$ cat config.mk
export PLATFORM = sky130hd
export DESIGN_NAME = rld_app_arbiter
export DESIGN_NICKNAME = d
export VERILOG_FILES = /design/src/rtl/rld_app_arbiter.sv
export SDC_FILE = /design/constraint.sdc
export NUM_CORES = 1
export LEC_CHECK = 0
export BUFFER_PORTS_ARGS = -buffer_cell sky130_fd_sc_hd__buf_2
export CAP_MARGIN = 40
export CORE_AREA = 8 8 310 312
export DETAILED_ROUTE_END_ITERATION = 6
export DIE_AREA = 0 0 318 320
export PLACE_DENSITY_LB_ADDON = 0.08
export SLEW_MARGIN = 20
export SYNTH_ARGS = -nofsm -noshare
export SYNTH_HDL_FRONTEND = slang
export SYNTH_SLANG_ARGS = --single-unit
$ cat constraint.sdc
create_clock -name sysClk -period 6.93 [get_ports sysClk]
set_input_delay 0.693 -clock sysClk [delete_from_list [all_inputs] [get_ports sysClk]]
set_output_delay 0.693 -clock sysClk [all_outputs]
set_load 0.01 [all_outputs]
$ cat src/rtl/rld_app_arbiter.sv
// rld_app_arbiter
//   Shares the RLDRAM-II controller application port between two requesters.
//   Round-robin grant, gated by memory calibration. Outstanding reads are
//   tracked in a small tag FIFO so in-order read data can be steered back to
//   the requester that issued each read.
//
// Ports
//   sysClk, sysRst            : user clock, synchronous active-high reset
//   cal_done                  : controller calibration complete
//   rN_req/wr/addr/wdata      : requester N command (held until rN_ack)
//   rN_ack                    : handshake pulse for the granted requester
//   rN_rd_valid, rd_data      : steered read return (1-cycle registered)
//   app_cmd_*/app_addr/wdata  : command towards the controller
//   app_rd_valid/app_rd_data  : in-order read return from the controller
//   rd_err                    : sticky, read data arrived with no tag
//   tag_count                 : outstanding reads
module rld_app_arbiter #(
  parameter int APP_AD_WIDTH = 26,
  parameter int DATA_WIDTH   = 144,
  parameter int TAG_DEPTH    = 16
) (
  input  logic                      sysClk,
  input  logic                      sysRst,
  input  logic                      cal_done,
  input  logic                      r0_req,
  input  logic                      r0_wr,
  input  logic [APP_AD_WIDTH-1:0]   r0_addr,
  input  logic [DATA_WIDTH-1:0]     r0_wdata,
  output logic                      r0_ack,
  output logic                      r0_rd_valid,
  input  logic                      r1_req,
  input  logic                      r1_wr,
  input  logic [APP_AD_WIDTH-1:0]   r1_addr,
  input  logic [DATA_WIDTH-1:0]     r1_wdata,
  output logic                      r1_ack,
  output logic                      r1_rd_valid,
  output logic [DATA_WIDTH-1:0]     rd_data,
  output logic                      app_cmd_valid,
  input  logic                      app_cmd_ready,
  output logic                      app_cmd_wr,
  output logic [APP_AD_WIDTH-1:0]   app_addr,
  output logic [DATA_WIDTH-1:0]     app_wdata,
  input  logic                      app_rd_valid,
  input  logic [DATA_WIDTH-1:0]     app_rd_data,
  output logic                      rd_err,
  output logic [$clog2(TAG_DEPTH):0] tag_count
);

  localparam int PTR_W = $clog2(TAG_DEPTH);

  typedef enum logic [1:0] {WAIT_CAL, IDLE, ISSUE} state_t;

  state_t                   state_reg, state_next;
  logic                     cmd_wr_reg;
  logic [APP_AD_WIDTH-1:0]  cmd_addr_reg;
  logic [DATA_WIDTH-1:0]    cmd_wdata_reg;
  logic                     cmd_port_reg;
  logic                     last_port_reg;   // port granted most recently

  logic                     tag_mem [TAG_DEPTH];
  logic [PTR_W-1:0]         wr_ptr_reg, rd_ptr_reg;
  logic [PTR_W:0]           tag_count_reg;
  logic                     rd_err_reg;
  logic [1:0]               rd_valid_reg;
  logic [DATA_WIDTH-1:0]    rd_data_reg;

  logic [1:0]               req, wr, elig, cand, ack;
  logic [APP_AD_WIDTH-1:0]  addr_arr  [2];
  logic [DATA_WIDTH-1:0]    wdata_arr [2];
  logic                     handshake, push, pop, read_room, load, sel;
  logic [PTR_W+1:0]         count_eff;

  assign req          = {r1_req, r0_req};
  assign wr           = {r1_wr, r0_wr};
  assign addr_arr[0]  = r0_addr;
  assign addr_arr[1]  = r1_addr;
  assign wdata_arr[0] = r0_wdata;
  assign wdata_arr[1] = r1_wdata;

  assign handshake = (state_reg == ISSUE) & app_cmd_ready;
  assign push      = handshake & ~cmd_wr_reg;
  assign pop       = app_rd_valid & (tag_count_reg != '0);

  // A read being issued this cycle already owns a tag slot; returns landing
  // this cycle are not credited until the next cycle.
  assign count_eff = {1'b0, tag_count_reg} + {{(PTR_W+1){1'b0}}, push};
  assign read_room = count_eff < (PTR_W+2)'(TAG_DEPTH);

  for (genvar gi = 0; gi < 2; gi++) begin : g_port
    assign elig[gi] = req[gi] & (wr[gi] | read_room);
    assign ack[gi]  = handshake & (cmd_port_reg == 1'(gi));
  end

  always_comb begin
    state_next = state_reg;
    load       = 1'b0;
    cand       = elig;
    // The acked port still shows its old request this cycle; skip it.
    if (handshake) cand[cmd_port_reg] = 1'b0;
    sel = (&cand) ? ~last_port_reg : cand[1];
    case (state_reg)
      WAIT_CAL: if (cal_done) state_next = IDLE;
      IDLE: begin
        if (!cal_done) begin
          state_next = WAIT_CAL;
        end else if (|cand) begin
          load       = 1'b1;
          state_next = ISSUE;
        end
      end
      ISSUE: begin
        if (handshake) begin
          if (!cal_done)  state_next = WAIT_CAL;
          else if (|cand) load = 1'b1;
          else            state_next = IDLE;
        end
      end
      default: state_next = WAIT_CAL;
    endcase
  end

  always_ff @(posedge sysClk) begin
    if (sysRst) begin
      state_reg     <= WAIT_CAL;
      cmd_wr_reg    <= 1'b0;
      cmd_addr_reg  <= '0;
      cmd_wdata_reg <= '0;
      cmd_port_reg  <= 1'b0;
      last_port_reg <= 1'b1;          // so port 0 wins the first tie
    end else begin
      state_reg <= state_next;
      if (load) begin
        cmd_wr_reg    <= wr[sel];
        cmd_addr_reg  <= addr_arr[sel];
        cmd_wdata_reg <= wdata_arr[sel];
        cmd_port_reg  <= sel;
      end
      if (handshake) last_port_reg <= cmd_port_reg;
    end
  end

  // Tag storage has no reset; only the pointers define its contents.
  always_ff @(posedge sysClk) begin
    if (push) tag_mem[wr_ptr_reg] <= cmd_port_reg;
  end

  always_ff @(posedge sysClk) begin
    if (sysRst) begin
      wr_ptr_reg    <= '0;
      rd_ptr_reg    <= '0;
      tag_count_reg <= '0;
      rd_err_reg    <= 1'b0;
      rd_valid_reg  <= 2'b00;
      rd_data_reg   <= '0;
    end else begin
      if (push) wr_ptr_reg <= wr_ptr_reg + PTR_W'(1);
      if (pop)  rd_ptr_reg <= rd_ptr_reg + PTR_W'(1);
      case ({push, pop})
        2'b10:   tag_count_reg <= tag_count_reg + (PTR_W+1)'(1);
        2'b01:   tag_count_reg <= tag_count_reg - (PTR_W+1)'(1);
        default: tag_count_reg <= tag_count_reg;
      endcase
      rd_valid_reg <= 2'b00;
      if (pop) begin
        rd_valid_reg <= 2'b01 << tag_mem[rd_ptr_reg];
        rd_data_reg  <= app_rd_data;
      end else if (app_rd_valid) begin
        rd_err_reg <= 1'b1;
      end
    end
  end

  assign app_cmd_valid = (state_reg == ISSUE);
  assign app_cmd_wr    = cmd_wr_reg;
  assign app_addr      = cmd_addr_reg;
  assign app_wdata     = cmd_wdata_reg;
  assign r0_ack        = ack[0];
  assign r1_ack        = ack[1];
  assign r0_rd_valid   = rd_valid_reg[0];
  assign r1_rd_valid   = rd_valid_reg[1];
  assign rd_data       = rd_data_reg;
  assign rd_err        = rd_err_reg;
  assign tag_count     = tag_count_reg;

endmodule

==> impl_metrics.toml <==
[run_status]
status = "finished clean"

[global_route]
grt.total_usage = 0.135
antenna_found_initial = 18
grt-ovfl-total = 0
grt_pass1_wl_mm = 105
grt_pass1_vias = 15200
grt_max_degree = 175

[place]
port_buffers = 818
place_congestion = 0.740
dp_hpwl_mm = 54.5
post_dp_cell_area_um2 = 20100
place_ws_ns = 3.03

[setup_path]
max_stage_delay_ns = 0.49
cp_slowest_cell = "inv_4"
cp_data_arrival_time_ns = 4.25
cp_data_required_time_ns = 7.42
path_cells = "nor3_1 -> nand2_1 -> nand2_4 -> buf_12 -> inv_4 -> ha_1 -> inv_1 -> fa_1 -> nor2b_1 -> o21ai_0 -> and3_1 -> or4_1 -> a21oi_1"
cp-end-kind = "flop"
cp-start-kind = "flop"
worst-path-max-fanout = 58
worstSetupPathType = "reg2reg"

[drt]
num_vias = 14600
drt_first_iter_violations = 758
routed_via_density = 4.09
route.detailed.drc = 0
ant_nets = 0
dr.pass1.iters = 4
wirelength_mm = 73.4
wl_per_cell_um = 20.6

[synth]
ys_seq_elements = 355
synth_edf_count = 16
yosysWarnings = 0
syn_area_um2 = 15000
synth_nets = 2103
synth_cell_types = 45
ys_seq_area_frac = 0.485
synth-async-reset-ratio = 0
ys.flop_type = "dfxtp_1"
synth_cells = 1596
avgSynthCellArea_um2 = 9.38

[clock_network]
post-cts-setup-buffers = 0
cts_sinks = 355
path_clk_slew_ns = 0.06
clk_latency_ns = 0.57
ctsLongestPathBuffers = 3
post_cts_resized = 0
htreeDepth = 2
tritoncts = "done"
holdBufCountCts = 0
cts_made_buffers = 47
root_buffer = "clkbuf_16"

[final_layout]
area_growth_pct = 44.7
design_area_um2 = 21700
postLayoutCoreUtil = 0.238
multi_input_area_um2 = 6960
fin_nets = 2836
drive_gt1_frac = 0.419
register_area_um2 = 7270
fillers = 9950

[timing]
setup_tns_ns = 0
grt_setup_unrepaired = "no"
worst_pin_slew_ns = 1.18
fmax_ghz = 0.266
holdWs_ns = 0.350
clock_skew_ns = 0.0147
fin_ws_ns = 3.17
maxSlewViolCount = 0
finalCritPeriodShare = 0.542
post-route-min-period_ns = 3.76
hold_viol = 0
relSlewSlack = 0.215
finalSetupViolCount = 0

[floorplanning]
dieArea_um2 = 102000
die_w_um = 318
start_util = 0.165
coreArea_um2 = 91000
die_h_um = 320
rows = 111
ios = 819

[power]
pwr_density_cell_nw_per_um2 = 277
clkPwrFrac = 0.395
power.switching_mw = 1.84
switching_share = 0.307
pwr-share-comb = 0.216
ir_drop_mv = 0.140
p_int_mw = 4.17
power.leakage_nw = 9.79
power_frac_seq = 0.390

[worst_hold_path]
min_path_type = "in2reg"

[run]
maxCapViolations = 0
metrics by stage:
stage | power, mW | std cells
2_1_floorplan | 3.11 | 1596
3_3_place_gp | 3.69 | 3461
3_5_place_dp | 3.71 | 3465
4_1_cts | 6.17 | 3548
5_1_grt | 6.37 | 3556
6_report | 6.01 | 3562
power groups by stage:
stage / logic, mW / clock network, mW / registers [mW]
2_1_floorplan: 0.651 / 0 / 2.46
3_3_place_gp: 1.31 / 0 / 2.38
3_5_place_dp: 1.33 / 0 / 2.38
4_1_cts: 1.33 / 2.50 / 2.34
5_1_grt: 1.43 / 2.58 / 2.37
6_report: 1.30 / 2.37 / 2.34
per-layer routing:
metal | vias to the layer above | track usage | share of wire
met5 | - | 0 | 0.00027
met4 | 2 | 0.0468 | 0.031
met3 | 103 | 0.0525 | 0.091
met2 | 617 | 0.237 | 0.49
met1 | 6699 | 0.148 | 0.38
li1 | 7145 | - | -
critical path: cells and delay by family (launching register included):
kind | cells | cell delay [ns]
simple gates | 6 | 1.30
buf+inv | 3 | 0.90
fa+ha+maj | 2 | 0.72
flops | 1 | 0.47
compound gates | 2 | 0.25
Yosys cell counts (2+ instances only):
master | count | share of area
edfxtp_1 | 16 | 0.032
nor3_1 | 9 | 0.0030
xor2_1 | 5 | 0.0029
nor3b_1 | 2 | 0.0010
buf_1 | 5 | 0.0013
buf_8 | 4 | 0.0040
nand2_1 | 308 | 0.077
nor2b_1 | 3 | 0.0013
xnor2_1 | 2 | 0.0012
and3b_1 | 2 | 0.0012
buf_4 | 15 | 0.0075
nand2b_1 | 3 | 0.0013
a211oi_2 | 71 | 0.059
a21oi_1 | 327 | 0.11
buf_6 | 6 | 0.0045
ha_1 | 13 | 0.011
mux2i_1 | 173 | 0.12
buf_2 | 15 | 0.0050
and2_1 | 2 | 0.00084
a211oi_1 | 100 | 0.050
nand4_1 | 2 | 0.00084
nor2_1 | 28 | 0.0070
inv_1 | 14 | 0.0035
nand3_1 | 2 | 0.00067
mux4_2 | 5 | 0.0075
dfxtp_1 | 339 | 0.45
mux2_2 | 2 | 0.0015
clkbuf_1 | 106 | 0.027
layout by cell type (no fill, tap or decap), types with 2 or more instances in the layout:
master	instances
a211oi_2	71
buf_12	6
diode_2	13
ha_1	13
clkbuf_1	13
a21oi_1	327
nand2_1	307
clkbuf_8	13
nor3_1	9
and3b_1	2
mux2_2	2
a211oi_1	100
inv_4	2
xnor2_1	2
nand4_1	2
nand3_1	2
clkbuf_16	48
inv_1	13
mux2i_1	173
buf_4	8
xor2_1	5
edfxtp_1	16
nor3b_1	2
nor2_1	27
buf_2	817
nor2b_1	3
clkinv_2	5
mux4_2	5
nand2b_1	3
dfxtp_1	339
buf_16	3
logic make-up (layout without fill, tap and decap cells):
| group | Yosys count | in the layout | synth area share |
|---|---|---|---|
| compound gates | 508 | 508 | 0.224 |
| flops | 355 | 355 | 0.485 |
| other cells | 0 | 13 | 0 |
| xor+xnor | 7 | 7 | 0.00409 |
| buf+inv | 166 | 933 | 0.0526 |
| simple gates | 366 | 366 | 0.0969 |
| fa+ha+maj | 14 | 14 | 0.0122 |
| mux | 180 | 180 | 0.125 |
final timing paths:
kind | startpoint | endpoint | slack, ns | cells past startpoint
max reg2reg | tag_count[4] | tag_count[4] | 3.17 | 13
max | tag_count[4] | tag_count[4] | 3.17 | 13
min reg2reg | rd_data[45] | rd_data[45] | 0.45 | 2
min | app_rd_data[48] | rd_data[48] | 0.35 | 3
cell type report:
class                   instances  area share
flip-flops and latches        355       0.335
multi-input cells            1075       0.321
repair buffers                835       0.202
well taps                    1186      0.0685
clock buffers                  74      0.0660
clock inverters                 9     0.00300
inverters                      15     0.00271
diodes                         13     0.00150
Power figures use the tool's default switching activity.
